## config.mk

```make
export PLATFORM = sky130hd
export DESIGN_NAME = imm_ext_pipe
export DESIGN_NICKNAME = d
export VERILOG_FILES = /design/src/rtl/imm_ext_pkg.sv /design/src/rtl/imm_ext_core.sv /design/src/rtl/imm_ext_pipe.sv
export SDC_FILE = /design/constraint.sdc
export NUM_CORES = 1
export LEC_CHECK = 0
export ABC_AREA = 0
export CAP_MARGIN = 20
export CORE_MARGIN = 3
export CORE_UTILIZATION = 35
export CTS_CLUSTER_DIAMETER = 80
export CTS_CLUSTER_SIZE = 28
export DETAILED_ROUTE_END_ITERATION = 10
export MAX_ROUTING_LAYER = met4
export PLACE_DENSITY = 0.59
export REMOVE_ABC_BUFFERS = 1
export SKIP_LAST_GASP = 1
export SLEW_MARGIN = 20
export SYNTH_ARGS = -nofsm -noshare
export SYNTH_HDL_FRONTEND = slang
export SYNTH_SLANG_ARGS = --single-unit
```

## constraint.sdc

```tcl
create_clock -name clk -period 10.5 [get_ports clk]
set_input_delay 1.05 -clock clk [delete_from_list [all_inputs] [get_ports clk]]
set_output_delay 1.05 -clock clk [all_outputs]
set_load 0.02 [all_outputs]
```

## src/rtl/imm_ext_pkg.sv

```systemverilog
// Shared types for the registered immediate-extension stage.
// Holds the extension-mode encoding and the skid-buffer state encoding.
package imm_ext_pkg;

    typedef enum logic [1:0] {
        SIGN   = 2'd0,
        ZERO   = 2'd1,
        UPPER  = 2'd2,
        BRANCH = 2'd3
    } ext_mode_e;

    typedef enum logic [1:0] {
        EMPTY,
        ONE,
        TWO
    } skid_state_e;

endpackage

```

## src/rtl/imm_ext_core.sv

```systemverilog
// Combinational mode-driven immediate extender (sign, zero, upper, branch offset).
module imm_ext_core
    import imm_ext_pkg::*;
#(
    parameter int IN_W  = 16,
    parameter int OUT_W = 32
) (
    input  logic [IN_W-1:0]  imm_i,
    input  ext_mode_e        mode_i,
    output logic [OUT_W-1:0] ext_o
);

    logic [OUT_W-1:0] signExt;

    assign signExt = {{(OUT_W-IN_W){imm_i[IN_W-1]}}, imm_i};

    // UPPER is a left shift by OUT_W-IN_W, which also covers the OUT_W >= 2*IN_W case.
    always_comb begin
        ext_o = signExt;
        case (mode_i)
            SIGN:    ext_o = signExt;
            ZERO:    ext_o = {{(OUT_W-IN_W){1'b0}}, imm_i};
            UPPER:   ext_o = {imm_i, {(OUT_W-IN_W){1'b0}}};
            BRANCH:  ext_o = {signExt[OUT_W-3:0], 2'b00};
            default: ext_o = signExt;
        endcase
    end

endmodule

```

## src/rtl/imm_ext_pipe.sv

```systemverilog
// Registered immediate-extension stage with a 2-entry skid buffer and synchronous flush.
// Optional sideband tag storage is enabled by defining EXT_TAG_EN.
module imm_ext_pipe
    import imm_ext_pkg::*;
#(
    parameter int IN_W  = 16,
    parameter int OUT_W = 32,
    parameter int TAG_W = 5
) (
    input  logic             clk,
    input  logic             reset,
    input  logic             flush,
    input  logic             in_valid,
    output logic             in_ready,
    input  logic [IN_W-1:0]  in_imm,
    input  logic [1:0]       in_mode,
    output logic             out_valid,
    input  logic             out_ready,
    output logic [OUT_W-1:0] out_imm
`ifdef EXT_TAG_EN
    ,
    input  logic [TAG_W-1:0] in_tag,
    output logic [TAG_W-1:0] out_tag
`endif
);

    if (IN_W < 2 || IN_W > OUT_W - 2 || TAG_W < 1) begin : g_param_check
        $fatal(1, "imm_ext_pipe: illegal parameters IN_W=%0d OUT_W=%0d TAG_W=%0d", IN_W, OUT_W, TAG_W);
    end

    skid_state_e      stateQ, stateD;
    logic             inReadyQ;
    logic [OUT_W-1:0] mainQ, skidQ;
    logic [OUT_W-1:0] extVal;
    logic             inXfer, outXfer;
    logic             loadMain, loadSkid, moveSkid;

    imm_ext_core #(
        .IN_W  (IN_W),
        .OUT_W (OUT_W)
    ) u_core (
        .imm_i  (in_imm),
        .mode_i (ext_mode_e'(in_mode)),
        .ext_o  (extVal)
    );

    assign in_ready  = inReadyQ;
    assign out_valid = (stateQ != EMPTY);
    assign out_imm   = mainQ;
    assign inXfer    = in_valid & inReadyQ;
    assign outXfer   = out_valid & out_ready;

    always_comb begin
        stateD   = stateQ;
        loadMain = 1'b0;
        loadSkid = 1'b0;
        moveSkid = 1'b0;
        case (stateQ)
            EMPTY: begin
                if (inXfer) begin
                    loadMain = 1'b1;
                    stateD   = ONE;
                end
            end
            ONE: begin
                if (inXfer && outXfer) begin
                    loadMain = 1'b1;
                end else if (inXfer) begin
                    loadSkid = 1'b1;
                    stateD   = TWO;
                end else if (outXfer) begin
                    stateD = EMPTY;
                end
            end
            TWO: begin
                if (outXfer) begin
                    moveSkid = 1'b1;
                    stateD   = ONE;
                end
            end
            default: stateD = EMPTY;
        endcase
        // A squashed cycle discards both the held entries and anything offered now.
        if (flush) begin
            stateD   = EMPTY;
            loadMain = 1'b0;
            loadSkid = 1'b0;
            moveSkid = 1'b0;
        end
    end

    always_ff @(posedge clk) begin
        if (reset) begin
            stateQ   <= EMPTY;
            inReadyQ <= 1'b0;
            mainQ    <= '0;
        end else begin
            stateQ   <= stateD;
            inReadyQ <= (stateD != TWO);
            if (loadMain) begin
                mainQ <= extVal;
            end else if (moveSkid) begin
                mainQ <= skidQ;
            end
        end
    end

    always_ff @(posedge clk) begin
        if (loadSkid) begin
            skidQ <= extVal;
        end
    end

`ifdef EXT_TAG_EN
    logic [TAG_W-1:0] mainTagQ, skidTagQ;

    assign out_tag = mainTagQ;

    always_ff @(posedge clk) begin
        if (reset) begin
            mainTagQ <= '0;
        end else if (loadMain) begin
            mainTagQ <= in_tag;
        end else if (moveSkid) begin
            mainTagQ <= skidTagQ;
        end
    end

    always_ff @(posedge clk) begin
        if (loadSkid) begin
            skidTagQ <= in_tag;
        end
    end
`endif

endmodule

```

Word-level counts from Yosys, hierarchy flattened
Cells that the tools add are included.
{"block": "classes", "bitwise_logic": 2, "eq_ne": 6, "n_reduce_logical": 5, "mux": 20}
{"operator": "32-bit one-hot mux with 4 select lines", "n": 1}
{"operator": "32-bit two-way mux", "n": 2}
{"operator": "2-bit two-way mux", "n": 6}
{"operator": "1-bit two-way mux", "n": 9}
{"operator": "2-bit == test (second input constant)", "n": 3}
{"operator": "2-bit one-hot mux with 3 select lines", "n": 1}
{"operator": "2-bit by 1-bit == test with 1-bit output (second input constant)", "n": 2}
{"operator": "2-bit zero test", "n": 2}
{"operator": "2-bit nonzero test", "n": 2}
{"operator": "1-bit bitwise AND", "n": 2}
{"operator": "2-bit inequality test (second input constant)", "n": 1}
{"operator": "1-bit one-hot mux with 2 select lines", "n": 1}
{"operator": "1-bit logical AND", "n": 1}
{"block": "word_totals", "wordCells": 37, "register_bits": 67, "inputBits": 23, "output_inout_bits": 34}

Logic depth before layout (Yosys ltp)
Gate-level depths: netlist (run 1).
{"block": "depth", "ltp_word": 8, "depth_mapped": 6, "ltp_nobuf": 4}

Hierarchy
A second synthesis (run 1) with hierarchy kept.
{"block": "hier_totals", "cells_unflattened": 290, "hier_area_um2": 3289.4}
{"module": "imm_ext_pipe", "instances": 1, "area_each_um2": 2777.7, "cells_per_inst": 230}
{"module": "imm_ext_core", "instances": 1, "area_each_um2": 511.7, "cells_per_inst": 60}

Worst setup path before layout (run 1)
Ideal clock, no wire load.
{"block": "synth_path", "path_type": "input to register", "start": "input out_ready", "end": "register skidQ[0] (enable)", "n_path_buf": 0, "t_required_ns": 10.032, "arrival_time_ns": 3.626, "path_stages": 2, "slack_ns": 6.406, "setup_ns": 0.468, "path_cell_list": "nor2b_2 > nor3b_1"}
{"block": "synth_between", "elab_chain_len": 5}
{"element": "start: declaration", "line": "imm_ext_pipe.sv:18", "source": "input logic out_ready,"}
{"element": "1-bit bitwise AND", "line": "imm_ext_pipe.sv:51", "source": "assign outXfer = out_valid & out_ready;"}
{"element": "1-bit logical AND", "line": "imm_ext_pipe.sv:66", "source": "if (inXfer && outXfer) begin"}
{"element": "1-bit two-way mux", "line": "imm_ext_pipe.sv:66"}
{"element": "1-bit two-way mux", "line": "imm_ext_pipe.sv:58", "source": "case (stateQ)"}
{"element": "1-bit two-way mux", "line": "imm_ext_pipe.sv:84", "source": "if (flush) begin"}
{"element": "net loadSkid", "line": "imm_ext_pipe.sv:36", "source": "logic loadMain, loadSkid, moveSkid;"}
{"element": "end signal: assignment", "line": "imm_ext_pipe.sv:110", "source": "skidQ <= extVal;"}
{"element": "end: declaration", "line": "imm_ext_pipe.sv:33", "source": "logic [OUT_W-1:0] mainQ, skidQ;"}
The timed path passes the listed nets, and every way through them passes these cells.
A chain may end at the register's enable or synchronous reset.

==> impl_metrics.prom, run 1 <==
# TYPE chip_impl_metric gauge
chip_impl_metric{name="vdd_drop_max",unit="V"} 0.00009658
chip_impl_metric{name="yosys.cell_types.count",unit=""} 38
chip_impl_metric{name="multi_input_area",unit="um2"} 1104
chip_impl_metric{name="drive_above_1_share",unit=""} 0.1111
chip_impl_metric{name="cts_num_sinks",unit=""} 67
chip_impl_metric{name="top_level_ports",unit=""} 57
chip_impl_metric{name="setup_viol",unit=""} 0
chip_impl_metric{name="detailed_place_hpwl",unit="um"} 4506
chip_impl_metric{name="cellPowerDensity",unit="nW/um2"} 146.3
chip_impl_metric{name="clk_transition_reported_paths",unit="ps"} 70
chip_impl_metric{name="drt-wirelength-per-cell",unit="um"} 16.23
chip_impl_metric{name="grtUsageMet2",unit=""} 0.2225
chip_impl_metric{name="routed_wirelength",unit="um"} 6767
chip_impl_metric{name="post_cts_resized",unit=""} 0
chip_impl_metric{name="clk-insertion-delay-late",unit="ps"} 330
chip_impl_metric{name="track_usage",unit=""} 0.1485
chip_impl_metric{name="post_cts_setup_buffers",unit=""} 0
chip_impl_metric{name="antenna_cells",unit=""} 0
chip_impl_metric{name="initial_antenna_violation_count",unit=""} 0
chip_impl_metric{name="chipHeight",unit="um"} 97.78
chip_impl_metric{name="hold_viol_final",unit=""} 0
chip_impl_info{name="critical_path_cell_by_cell",value="clkdlybuf4s50_1, clkinv_1, nand2_1, o22ai_1"} 1
chip_impl_info{name="grt_most_used_layer",value="met2"} 1
chip_impl_metric{name="drt-vias-per-instance",unit=""} 5.137
chip_impl_metric{name="setup-tns-final",unit="ps"} 0
chip_impl_metric{name="final-seq-area",unit="um2"} 1662
chip_impl_info{name="min-delay-path-class",value="reg2reg"} 1
chip_impl_metric{name="critPathMaxStageDelay",unit="ps"} 690
chip_impl_metric{name="synth.yosys.warnings",unit=""} 0
chip_impl_metric{name="critical_path_rt",unit="ps"} 10680
chip_impl_metric{name="chipWidth",unit="um"} 97.78
chip_impl_metric{name="use_met1",unit=""} 0.1983
chip_impl_info{name="setup_repair_after_global_routing_missed_its_margin",value="no"} 1
chip_impl_metric{name="syn2layout_area_growth",unit="%"} 25.59
chip_impl_info{name="path_class",value="in2reg"} 1
chip_impl_metric{name="layout.nets",unit=""} 333
chip_impl_metric{name="skew",unit="ps"} 9.906
chip_impl_metric{name="cts_htree_levels",unit=""} 3
chip_impl_metric{name="maxCapViolCount",unit=""} 0
chip_impl_metric{name="dr_total_vias",unit=""} 2142
chip_impl_info{name="layout.cells.most_common",value="sky130_fd_sc_hd__clkdlybuf4s50_1"} 1
chip_impl_metric{name="cts_made_buffers",unit=""} 9
chip_impl_metric{name="global_route_wire_length_before_repair",unit="um"} 10980
chip_impl_metric{name="routability_congestion_estimate",unit=""} 0.7131
chip_impl_metric{name="tightest_slew",unit="ps"} 948.5
chip_impl_metric{name="maximum_buffer_depth_of_the_clock_tree",unit=""} 2
chip_impl_metric{name="synth_seq_cells",unit=""} 67
chip_impl_metric{name="io_buffers",unit=""} 56
chip_impl_metric{name="period_minus_slack",unit="ps"} 2902
chip_impl_metric{name="initial_utilization",unit=""} 0.3700
chip_impl_info{name="leading_cell_types_in_the_layout_fill_and_taps_excluded",value="sky130_fd_sc_hd__clkdlybuf4s50_1, sky130_fd_sc_hd__nand2_1, sky130_fd_sc_hd__dfxtp_1, sky130_fd_sc_hd__edfxtp_1, sky130_fd_sc_hd__a21oi_1"} 1
chip_impl_metric{name="max_freq",unit="MHz"} 344.6
chip_impl_metric{name="grt.met3_usage",unit=""} 0.03429
chip_impl_info{name="run_status",value="finished clean"} 1
chip_impl_metric{name="drt_pass1_iterations",unit=""} 4
chip_impl_metric{name="post_cts_hold_buffer_count",unit=""} 0
chip_impl_info{name="clk_root_buffer_cell",value="sky130_fd_sc_hd__clkbuf_8"} 1
chip_impl_metric{name="static_power_due_to_leakage",unit="nW"} 1.484
chip_impl_metric{name="antenna_left",unit=""} 0
chip_impl_metric{name="drt_first_iter_violations",unit=""} 101
chip_impl_metric{name="first_global_vias",unit=""} 2130
chip_impl_metric{name="core.rowCount",unit=""} 32
chip_impl_metric{name="nFillCells",unit=""} 731
chip_impl_metric{name="final_max_slew_viol_count",unit=""} 0
chip_impl_info{name="startpoint_type",value="input port"} 1
chip_impl_metric{name="maxSlewHeadroom",unit=""} 0.3676
chip_impl_metric{name="ys_seq_area_frac",unit=""} 0.5637
chip_impl_info{name="worst_setup_path_end_kind",value="register"} 1
chip_impl_metric{name="pin_count_of_the_biggest_net_entering_global_routing",unit=""} 34
chip_impl_metric{name="crit_fanout",unit=""} 19
chip_impl_info{name="crit_path_top_delay_cell",value="sky130_fd_sc_hd__nand2_1"} 1
chip_impl_metric{name="post-route-period-util",unit=""} 0.2764
chip_impl_metric{name="worst-endpoint-arrival",unit="ps"} 3080
chip_impl_metric{name="drc",unit=""} 0
chip_impl_metric{name="synth_area_per_cell",unit="um2"} 11.34
chip_impl_info{name="cts_tree",value="yes"} 1
chip_impl_metric{name="post_synth_instance_area",unit="um2"} 2948
chip_impl_metric{name="ff2ff_setup_slack",unit="ps"} 8600
chip_impl_metric{name="dieArea",unit="um2"} 9560
chip_impl_metric{name="placeableCoreArea",unit="um2"} 7968
chip_impl_metric{name="postLayoutCoreUtil",unit=""} 0.4647
chip_impl_metric{name="grt_residual_overflow",unit=""} 0
chip_impl_metric{name="syn_inst",unit=""} 260
-- Yosys cell counts --
master / n / share of area
sky130_fd_sc_hd__dfxtp_1: 35 / 0.24
sky130_fd_sc_hd__nand2_1: 35 / 0.045
sky130_fd_sc_hd__edfxtp_1: 32 / 0.33
sky130_fd_sc_hd__a21oi_1: 22 / 0.037
sky130_fd_sc_hd__mux2i_1: 17 / 0.058
sky130_fd_sc_hd__inv_1: 15 / 0.019
sky130_fd_sc_hd__a22o_1: 14 / 0.042
sky130_fd_sc_hd__o22ai_1: 14 / 0.030
sky130_fd_sc_hd__o211a_1: 13 / 0.044
sky130_fd_sc_hd__nand3_2: 11 / 0.037
sky130_fd_sc_hd__buf_2: 9 / 0.015
sky130_fd_sc_hd__buf_6: 5 / 0.019
sky130_fd_sc_hd__o21ai_1: 4 / 0.0068
sky130_fd_sc_hd__clkbuf_1: 3 / 0.0038
sky130_fd_sc_hd__and2_1: 2 / 0.0042
sky130_fd_sc_hd__and3b_1: 2 / 0.0059
sky130_fd_sc_hd__buf_4: 2 / 0.0051
sky130_fd_sc_hd__nand3_1: 2 / 0.0034
sky130_fd_sc_hd__nor2_1: 2 / 0.0025
sky130_fd_sc_hd__nor2b_1: 2 / 0.0042
sky130_fd_sc_hd__nor3_1: 2 / 0.0034
sky130_fd_sc_hd__a21oi_2: 1 / 0.0030
sky130_fd_sc_hd__a311oi_2: 1 / 0.0051
sky130_fd_sc_hd__and2b_1: 1 / 0.0025
sky130_fd_sc_hd__and4bb_2: 1 / 0.0042
sky130_fd_sc_hd__clkinv_1: 1 / 0.0013
sky130_fd_sc_hd__nand2_2: 1 / 0.0021
sky130_fd_sc_hd__nand2b_1: 1 / 0.0021
sky130_fd_sc_hd__nand3b_4: 1 / 0.0068
sky130_fd_sc_hd__nand4bb_1: 1 / 0.0038
sky130_fd_sc_hd__nor2b_2: 1 / 0.0030
sky130_fd_sc_hd__nor3_2: 1 / 0.0034
sky130_fd_sc_hd__nor3b_1: 1 / 0.0025
sky130_fd_sc_hd__nor4_1: 1 / 0.0021
sky130_fd_sc_hd__o21ai_0: 1 / 0.0017
sky130_fd_sc_hd__o22a_1: 1 / 0.0030
sky130_fd_sc_hd__or2_2: 1 / 0.0021
sky130_fd_sc_hd__or3_1: 1 / 0.0021
-- sequential cells by signal (all words and copies together) (netlist names) --
register and cells:
skidQ 32, out_imm 32, stateQ 2, in_ready 1
-- routing by layer --
metal	vias up	share of wire
met4	0	0.0034
met1	1033	0.50
met2	62	0.46
li1	1045	-
met3	2	0.044
met5	-	0
-- cell families (layout without fill, tap and decap cells) --
logic type | after synthesis | count (layout) | synth area share
buffers and inverters | 35 | 90 | 0.06366
AO/OA/AOI/OAI | 71 | 71 | 0.1723
multiplexers | 17 | 17 | 0.05772
flip-flops | 67 | 67 | 0.5637
AND/OR/NAND/NOR | 70 | 70 | 0.1426
-- power breakdown --
part	leakage, nW	total [W]	internal [W]	switching (W)
sequential	0.577	0.000284	0.000280	0.00000351
combinational	0.816	0.0000664	0.0000310	0.0000354
clock	0.0910	0.000191	0.0000988	0.0000926
-- path summary, 6_finish.rpt --
path / cells after the start / startpoint / end
setup / recovery: 4 / reset / out_imm[30]
hold / removal: 2 / skidQ[0] / out_imm[0]
setup reg to reg: 3 / stateQ[1] / out_imm[18]
hold reg to reg: 2 / skidQ[0] / out_imm[0]
-- area by class of cell --
type                       count  area share
sequential                    67      0.4488
multi-input combinational    158      0.2981
timing repair buffer          58      0.1555
clock buffer                  14     0.04393
tap                          102     0.03447
inverter                      16     0.01622
clock inverter                 2    0.003042
-- worst max-delay path, delay by kind of cell --
family | cells | cell delay (ps)
buffers and inverters | 2 | 1150
and+or+nand+nor | 1 | 690
AOI/OAI and AO/OA | 1 | 180
-- per-stage QoR --
step	instances	area, um2	setup slack [ps]	total power (W)	hold slack [ps]
after floorplan	241	2820	6406	0.0003247	471.3
after global placement	401	3528	7296	0.0003553	476.3
after detailed placement	401	3528	7317	0.0003565	493.1
after CTS	417	3702	7640	0.0005475	506.8
after global routing	417	3702	7475	0.0005664	546.8
final	417	3702	7598	0.0005418	493.4
No activity file was read; power rests on OpenSTA's default activity.
==> run 2: changes to the inputs <==
==> constraint.sdc (replaced) <==
create_clock -name clk -period 3 [get_ports clk]
set_input_delay 0.3 -clock clk [delete_from_list [all_inputs] [get_ports clk]]
set_output_delay 0.3 -clock clk [all_outputs]
set_load 0.02 [all_outputs]
==> run 2 against run 1 <==
  * Worst hold slack better by 9.9 ps
  * First-iteration DRC count is 48% higher
  * Flip-flop and latch count is the same
  * Via count is 2.7% higher
  * Critical path depth is 1 higher
  * Critical endpoint is now skidQ[20]
  * Clock skew down 2.2 ps
  * Wire length grew 0.46%
  * Final area increased by 1.7%
==> impl_metrics.prom, run 2 (synthesized netlist as in run 1, its figures left out) <==
# TYPE chip_impl_metric gauge
chip_impl_metric{name="post_cts_setup_buffers",unit=""} 0
chip_impl_metric{name="cts_htree_levels",unit=""} 3
chip_impl_info{name="layout.cells.most_common",value="sky130_fd_sc_hd__clkdlybuf4s50_1"} 1
chip_impl_metric{name="chipHeight",unit="um"} 97.78
chip_impl_info{name="cts_tree",value="yes"} 1
chip_impl_metric{name="drt-wirelength-per-cell",unit="um"} 16.11
chip_impl_metric{name="drive_above_1_share",unit=""} 0.1219
chip_impl_metric{name="static_power_due_to_leakage",unit="nW"} 1.518
chip_impl_info{name="crit_path_top_delay_cell",value="sky130_fd_sc_hd__clkdlybuf4s50_1"} 1
chip_impl_metric{name="tightest_slew",unit="ps"} 556.3
chip_impl_metric{name="post-route-period-util",unit=""} 0.6867
chip_impl_metric{name="maximum_buffer_depth_of_the_clock_tree",unit=""} 2
chip_impl_metric{name="worst-endpoint-arrival",unit="ps"} 2160
chip_impl_metric{name="routability_congestion_estimate",unit=""} 0.7142
chip_impl_metric{name="routed_wirelength",unit="um"} 6798
chip_impl_metric{name="post_cts_hold_buffer_count",unit=""} 0
chip_impl_metric{name="skew",unit="ps"} 7.697
chip_impl_metric{name="layout.nets",unit=""} 338
chip_impl_metric{name="setup_viol",unit=""} 0
chip_impl_metric{name="cellPowerDensity",unit="nW/um2"} 520.1
chip_impl_metric{name="final-seq-area",unit="um2"} 1662
chip_impl_metric{name="final_max_slew_viol_count",unit=""} 0
chip_impl_info{name="clk_root_buffer_cell",value="sky130_fd_sc_hd__clkbuf_8"} 1
chip_impl_metric{name="core.rowCount",unit=""} 32
chip_impl_metric{name="layoutNonFillerInstCount",unit=""} 422
chip_impl_metric{name="cts_num_sinks",unit=""} 67
chip_impl_metric{name="critical_path_rt",unit="ps"} 3100
chip_impl_metric{name="crit_fanout",unit=""} 15
chip_impl_metric{name="antenna_cells",unit=""} 0
chip_impl_metric{name="placeableCoreArea",unit="um2"} 7968
chip_impl_metric{name="clk_transition_reported_paths",unit="ps"} 70
chip_impl_metric{name="nFillCells",unit=""} 730
chip_impl_info{name="run_status",value="finished clean"} 1
chip_impl_metric{name="postLayoutCoreUtil",unit=""} 0.4727
chip_impl_metric{name="global_route_wire_length_before_repair",unit="um"} 10890
chip_impl_metric{name="period_minus_slack",unit="ps"} 2060
chip_impl_metric{name="initial_utilization",unit=""} 0.3700
chip_impl_metric{name="detailed_place_hpwl",unit="um"} 4528
chip_impl_info{name="path_class",value="in2reg"} 1
chip_impl_metric{name="clk-insertion-delay-late",unit="ps"} 340
chip_impl_metric{name="antenna_left",unit=""} 0
chip_impl_info{name="worst_setup_path_end_kind",value="register"} 1
chip_impl_metric{name="dpl.cell_count",unit=""} 406
chip_impl_metric{name="first_global_vias",unit=""} 2132
chip_impl_metric{name="hold_viol_final",unit=""} 0
chip_impl_info{name="startpoint_type",value="input port"} 1
chip_impl_metric{name="critPathMaxStageDelay",unit="ps"} 600
chip_impl_metric{name="syn2layout_area_growth",unit="%"} 27.76
chip_impl_metric{name="top_level_ports",unit=""} 57
chip_impl_metric{name="io_buffers",unit=""} 56
chip_impl_metric{name="initial_antenna_violation_count",unit=""} 0
chip_impl_metric{name="drt-vias-per-instance",unit=""} 5.211
chip_impl_info{name="setup_repair_after_global_routing_missed_its_margin",value="no"} 1
chip_impl_metric{name="cts_made_buffers",unit=""} 9
chip_impl_metric{name="vdd_drop_max",unit="V"} 0.0002994
chip_impl_metric{name="drt_pass1_iterations",unit=""} 6
chip_impl_metric{name="post_cts_resized",unit=""} 0
chip_impl_metric{name="drt_first_iter_violations",unit=""} 149
chip_impl_info{name="min-delay-path-class",value="reg2reg"} 1
chip_impl_metric{name="grt_residual_overflow",unit=""} 0
chip_impl_metric{name="dr_total_vias",unit=""} 2199
chip_impl_info{name="leading_cell_types_in_the_layout_fill_and_taps_excluded",value="sky130_fd_sc_hd__clkdlybuf4s50_1, sky130_fd_sc_hd__nand2_1, sky130_fd_sc_hd__dfxtp_1, sky130_fd_sc_hd__edfxtp_1, sky130_fd_sc_hd__a21oi_1"} 1
chip_impl_metric{name="max_freq",unit="MHz"} 485.4
chip_impl_info{name="critical_path_cell_by_cell",value="clkdlybuf4s50_1, and2b_1, and3b_1, a21oi_1, inv_1"} 1
chip_impl_metric{name="multi_input_area",unit="um2"} 1104
chip_impl_metric{name="maxSlewHeadroom",unit=""} 0.6291
chip_impl_metric{name="chipWidth",unit="um"} 97.78
chip_impl_metric{name="dieArea",unit="um2"} 9560
chip_impl_metric{name="pin_count_of_the_biggest_net_entering_global_routing",unit=""} 33
chip_impl_metric{name="drc",unit=""} 0
chip_impl_metric{name="maxCapViolCount",unit=""} 0
chip_impl_metric{name="track_usage",unit=""} 0.1471
## run 2: cell count changes in the layout (fill, tap and decap cells not counted)
cell	change
sky130_fd_sc_hd__buf_12	+1
sky130_fd_sc_hd__clkbuf_8	-1
sky130_fd_sc_hd__buf_4	+4
sky130_fd_sc_hd__bufinv_16	+1
sky130_fd_sc_hd__clkinv_1	+1
sky130_fd_sc_hd__inv_4	-1
## run 2: area by class of cell
| cell class | count | share of cell area |
|---|---|---|
| tap | 102 | 0.03389 |
| multi-input combinational | 158 | 0.2930 |
| sequential | 67 | 0.4412 |
| clock buffer | 13 | 0.03953 |
| clock inverter | 3 | 0.01030 |
| inverter | 16 | 0.01595 |
| timing repair buffer | 63 | 0.1661 |
## run 2: final timing paths
check / from / end / depth (start not counted) / slack (ps)
max: in_mode[1] / skidQ[20] / 5 / 940
max reg2reg: stateQ[0] / out_imm[3] / 5 / 1230
min reg2reg: skidQ[0] / out_imm[0] / 2 / 500
min: skidQ[0] / out_imm[0] / 2 / 500
## run 2: stage by stage
step | cell area (um2) | hold WS [ps] | setup TNS (ps) | total power (W) | setup slack, ps
6_report | 3766 | 503.3 | 0 | 0.001959 | 939.9
5_1_grt | 3766 | 528.1 | 0 | 0.002035 | 801.5
4_1_cts | 3766 | 507.5 | 0 | 0.001976 | 943.1
3_5_place_dp | 3578 | 490.4 | 0 | 0.001252 | 576.3
3_3_place_gp | 3578 | 482.2 | 0 | 0.001248 | 670.6
2_1_floorplan | 2820 | 367.9 | -15800 | 0.001136 | -493.9
## run 2: critical path: cells and delay by family
family          cells  cell delay [ps]
simple gates        2              930
buf+inv             2              660
compound gates      1              270
## run 2: metal layers
metal	GRT usage	vias to the layer above	wire length, um
met2	0.2103	60	3111
met1	0.2027	1076	3352
met3	0.03357	7	248
met4	0.05751	0	86
li1	-	1056	-
met5	-	-	0
## run 2: power breakdown
| part | switching [W] | total, W | internal, W | leakage [nW] |
|---|---|---|---|---|
| Sequential | 0.0000119 | 0.000993 | 0.000982 | 0.577 |
| Clock | 0.000325 | 0.000728 | 0.000404 | 0.0951 |
| Combinational | 0.000125 | 0.000237 | 0.000112 | 0.846 |
